## src/rtl/uart_rx_fifo.sv

```systemverilog
// uart_rx_fifo: 8N1 UART receiver feeding a byte FIFO with sticky overrun/framing error flags
module uart_rx_fifo #(
  parameter int CLKS_PER_BIT = 434,
  parameter int FIFO_AW = 3
) (
  input  logic               clk,
  input  logic               rst,
  input  logic               rx,
  input  logic               rd_en,
  input  logic               clear_err,
  output logic [7:0]         rx_byte,
  output logic               rx_ready,
  output logic [FIFO_AW:0]   rx_count,
  output logic               overrun,
  output logic               frame_err
);
  localparam int CW = $clog2(CLKS_PER_BIT);
  localparam int DEPTH = 2 ** FIFO_AW;
  localparam logic [CW-1:0] HALF = CW'(CLKS_PER_BIT / 2 - 1);
  localparam logic [CW-1:0] FULL_BIT = CW'(CLKS_PER_BIT - 1);
  localparam logic [FIFO_AW:0] FULL_CNT = (FIFO_AW + 1)'(DEPTH);
  typedef enum logic [2:0] {IDLE, START, DATA, STOP, BRK} state_t;
  state_t state;
  logic s1, rxs;
  logic [CW-1:0] cnt;
  logic [2:0] idx;
  logic [7:0] shift;
  logic [7:0] mem [DEPTH];
  logic [FIFO_AW-1:0] wp, rp;
  logic stop_hit, push, ferr_ev, empty, full, do_pop, do_push, ovr_ev;
  always_comb begin
    stop_hit = state == STOP && cnt == FULL_BIT;
    push = stop_hit && rxs;
    ferr_ev = stop_hit && !rxs;
    empty = rx_count == '0;
    full = rx_count == FULL_CNT;
    do_pop = rd_en && !empty;
    do_push = push && (!full || do_pop);
    ovr_ev = push && full && !rd_en;
    rx_ready = !empty;
    rx_byte = empty ? 8'h00 : mem[rp];
  end
  always_ff @(posedge clk)
    if (!rst) {s1, rxs} <= 2'b11;
    else {s1, rxs} <= {rx, s1};
  always_ff @(posedge clk) begin
    if (!rst) begin
      state <= IDLE;
      cnt <= '0;
      idx <= '0;
      shift <= '0;
    end else begin
      case (state)
        IDLE: begin
          cnt <= '0;
          if (!rxs) state <= START;
        end
        START:
          if (cnt == HALF) begin
            cnt <= '0;
            idx <= '0;
            state <= rxs ? IDLE : DATA;
          end else cnt <= cnt + CW'(1);
        DATA:
          if (cnt == FULL_BIT) begin
            cnt <= '0;
            shift[idx] <= rxs;
            idx <= idx + 3'd1;
            if (idx == 3'd7) state <= STOP;
          end else cnt <= cnt + CW'(1);
        STOP:
          if (cnt == FULL_BIT) begin
            cnt <= '0;
            state <= rxs ? IDLE : BRK;
          end else cnt <= cnt + CW'(1);
        BRK: begin
          cnt <= '0;
          if (rxs) state <= IDLE;
        end
        default: state <= IDLE;
      endcase
    end
  end
  always_ff @(posedge clk)
    if (do_push) mem[wp] <= shift;
  always_ff @(posedge clk) begin
    if (!rst) begin
      wp <= '0;
      rp <= '0;
      rx_count <= '0;
      overrun <= 1'b0;
      frame_err <= 1'b0;
    end else begin
      if (do_push) wp <= wp + FIFO_AW'(1);
      if (do_pop) rp <= rp + FIFO_AW'(1);
      rx_count <= rx_count + {{FIFO_AW{1'b0}}, do_push} - {{FIFO_AW{1'b0}}, do_pop};
      overrun <= ovr_ev || (overrun && !clear_err);
      frame_err <= ferr_ev || (frame_err && !clear_err);
    end
  end
endmodule

```

## config.mk

```make
export PLATFORM = sky130hd
export DESIGN_NAME = uart_rx_fifo
export DESIGN_NICKNAME = d
export VERILOG_FILES = /design/src/rtl/uart_rx_fifo.sv
export SDC_FILE = /design/constraint.sdc
export NUM_CORES = 1
export LEC_CHECK = 0
export CORE_ASPECT_RATIO = 1.75
export CORE_MARGIN = 2
export CORE_UTILIZATION = 30
export CTS_CLUSTER_SIZE = 24
export DETAILED_ROUTE_END_ITERATION = 6
export GPL_ROUTABILITY_DRIVEN = 0
export HOLD_SLACK_MARGIN = 0.02
export PLACE_DENSITY = 0.51
export SLEW_MARGIN = 20
export SYNTH_ARGS = -nofsm -noshare
export SYNTH_HDL_FRONTEND = slang
export SYNTH_SLANG_ARGS = --single-unit
export TNS_END_PERCENT = 1
```

## constraint.sdc

```tcl
create_clock -name clk -period 3.3 [get_ports clk]
set_clock_uncertainty 0.05 [all_clocks]
set_input_delay 0.66 -clock clk [delete_from_list [all_inputs] [get_ports clk]]
set_output_delay 0.66 -clock clk [all_outputs]
set_load 0.01 [all_outputs]
```

==> results by group <==
Floorplan
  – Boundary pin count: 20
  – Die ar.: around 16000 µm²
  – Row cnt: 60
  – Initial core utilization: just over 30%
  – Core Box Area: between 15000 and 20000 µm²
  – Die width: between 90 and 100 µm
  – Die H: about 170 µm

Drt
  – Vias: 2844
  – Final ANT Viol Nets: 0
  – Drt first-iter violations: between 100 and 150
  – Final WL: ~10000 µm
  – Vias per cell: between 5 and 6
  – Router iterations before antenna repair: 6
  – WL/cell: approximately 17 µm
  – Drt drc: 0

Critical path
  – Required @ worst endpoint: roughly 2.6 ns
  – CP Data Arrival Time: 2.31 ns
  – Setup crit end kind: output port
  – Max FO, Critical Path: 16
  – CP Class: register to output port
  – Startpoint types: register

Run status
  – Status: completed

Place
  – DP HPWL: roughly 7000 µm
  – Pre-CTS setup slack: 0.424 ns
  – Port-buffer cells: 19

Synth
  – Synth Instances: 350
  – Ranking of synthesized cells by area: edfxtp_1 (42%), dfxtp_1 (17%), mux4_2 (7.8%), mux2i_1 (4.3%), ha_1 (3.2%)
  – Ys async rst share: 0%
  – Share of the synthesized area in the top cell type: roughly 42%
  – Register area share after synthesis: between 50 and 60%
  – Synthesized net count: 368
  – Top FF cell, synth: edfxtp_1
  – Distinct cells, synth: 55
  – Warnings from Yosys: 0
  – Post-synth top area cell: edfxtp_1
  – Mean post-synth cell area: roughly 13 µm²
  – Post-synth EDFFs: 64
  – Syn Std Cell Area: between 4000 and 5000 µm²
  – Yosys reg bits: roughly 100

Power
  – P_int: between 2 and 2.5 mW
  – Reg power frac: 48.7%
  – Switching pwr: between 0.7 and 0.8 mW
  – Sw frac: between 20% and 30%
  – Gate power share: 17.0%
  – Leak Pwr: roughly 1.9 nW
  – Power per Cell Area: approximately 550 nW/µm²
  – Clock network power share: between 30% and 40%
  – VDD IR max: 0.000251 V

Worst hold path
  – Hold Path Class: register to register

Timing
  – Slew Viols, Final: 0
  – Slew HR: ~45%
  – Hold Vio Cnt, Final: 0
  – Setup violations, final: 0
  – Setup_tns: 0 ns
  – Fin Hold WS: between 0.3 and 0.4 ns
  – Tightest Pin Transition: between 0.8 and 0.9 ns
  – Final period util: 91.6%
  – RSZ-0062 raised after global routing: false
  – Fmax: 0.331 GHz
  – Final min period: 3.02 ns
  – PnR worst setup slack: approximately 0.28 ns

Global routing
  – Largest net degree at the start of global routing: 31
  – Gr usage total: between 10% and 20%
  – Overflow after GRT: 0
  – Initial antenna violation count: 0
  – Global-route wire length before repair: 16100 µm
  – Vias in the first global route: between 3000 and 4000

Finish
  – Post-layout net count: approximately 400
  – Commonest non-fill, non-tap cells in the layout: edfxtp_1 (64), dfxtp_1 (40), nor2_1 (28)
  – Commonest non-fill, non-tap cell in the layout: edfxtp_1
  – Layout cells sized above 1: between 10% and 20%
  – Syn-to-layout area delta: 15.6%
  – N_diodes: 0
  – Post-layout util: a little over a third

CTS
  – Sink Count: roughly 100
  – Post-CTS Setup Bufs: 0
  – # hold bufs at CTS: 0
  – H-tree lvl count: 3
  – TritonCTS clock tree: built
  – Clk slew on worst S/H paths: about 0.070 ns
  – Num CTS Buffers: 9
  – Root Buffer: clkbuf_16
  – CTS Buffer Depth: 2
  – Post-CTS Resized: 0
  – Worst-skew pair later-pin latency: 0.34 ns

Run
  – Max-cap violation count: 0
==> state kept, by name (all words and copies together), names as in the netlist, named ones only <==
| name | cells |
|---|---|
| rxs | 1 |
| rp | 3 |
| wp | 3 |
| idx | 3 |
| shift | 8 |
| overrun | 1 |
| mem | 64 |
| state | 3 |
| cnt | 9 |
| rx_count | 4 |
| s1 | 1 |
| frame_err | 1 |
==> synth_stat cells, drive strengths merged, types with 2 or more instances <==
cell and n:
a2111oi 2, a21o 2, a21oi 10, a31oi 2, a41oi 2, and2 2, and3 2, and3b 2
and4b 2, buf 7, clkbuf 6, dfxtp 40, edfxtp 64, ha 12, inv 13, mux2i 20
mux4 16, nand2 27, nand2b 10, nand3 15, nand4 9, nand4b 2, nor2 28, nor2b 2
nor3 6, nor3b 2, nor4 6, o2111ai 2, o211ai 3, o21ai 8, o32ai 2, or3 3
or4b 2, xnor2 5, xor2 2
==> routing by layer <==
layer	up-vias	wire, µm	GRT usage [%]
li1	1385	-	-
met4	0	140	4.77
met2	34	5700	24.4
met5	-	0	0
met1	1415	3790	13.5
met3	10	166	1.58
==> final cells by class <==
cell class | instances | area [µm²]
Fill cell | 1522 | 9890
Clock inverter | 6 | 51.3
Clock buffer | 10 | 229
Tap cell | 186 | 233
Timing Repair Buffer | 29 | 265
Inverter | 13 | 48.8
Multi-Input combinational cell | 220 | 1800
Sequential cell | 104 | 2720
==> power groups by stage <==
stage / logic, mW / registers [mW] / clock network (mW)
4_1_cts: 0.525 / 1.44 / 1.04
3_5_place_dp: 0.524 / 1.47 / 0
5_1_grt: 0.567 / 1.45 / 1.08
3_3_place_gp: 0.510 / 1.47 / 0
2_1_floorplan: 0.351 / 1.47 / 0
6_report: 0.504 / 1.44 / 1.01
==> kinds of logic (layout without fill, tap and decap cells) <==
logic type,Yosys count,in the layout,share of synthesized area (%)
AOI/OAI and AO/OA,38,38,6.19
xor gates and xnor gates,7,7,1.33
adders and majority gates,13,13,3.68
buffers and inverters,26,58,2.27
DFF,104,104,58.9
muxes,36,36,12.1
and+or+nand+nor,126,126,15.6
==> critical path, cell delays in order, from the launching register on <==
cell and delay [ns]:
dfxtp_1 0.31, buf_4 0.31, mux4_2 0.56, mux2i_1 0.19
nor2_1 0.07, clkdlybuf4s50_1 0.51
==> through the flow <==
step / power, mW / cell area (µm²) / cells
floorplan: 1.82 / 4630 / 350
global placement: 1.98 / 5070 / 552
detailed placement: 2.00 / 5070 / 552
CTS: 3.01 / 5350 / 568
global route: 3.10 / 5350 / 568
finish: 2.96 / 5350 / 568
==> worst paths after layout <==
path                 start          to  slack (ns)  depth (start not counted)
setup / recovery  register  rx_byte[6]        0.28                          5
hold / removal          s1         rxs        0.36                          1
setup reg to reg  state[1]   mem[6][2]        0.64                          5
hold reg to reg         s1         rxs        0.36                          1
Note: power is estimated with default switching activity, not from simulation.
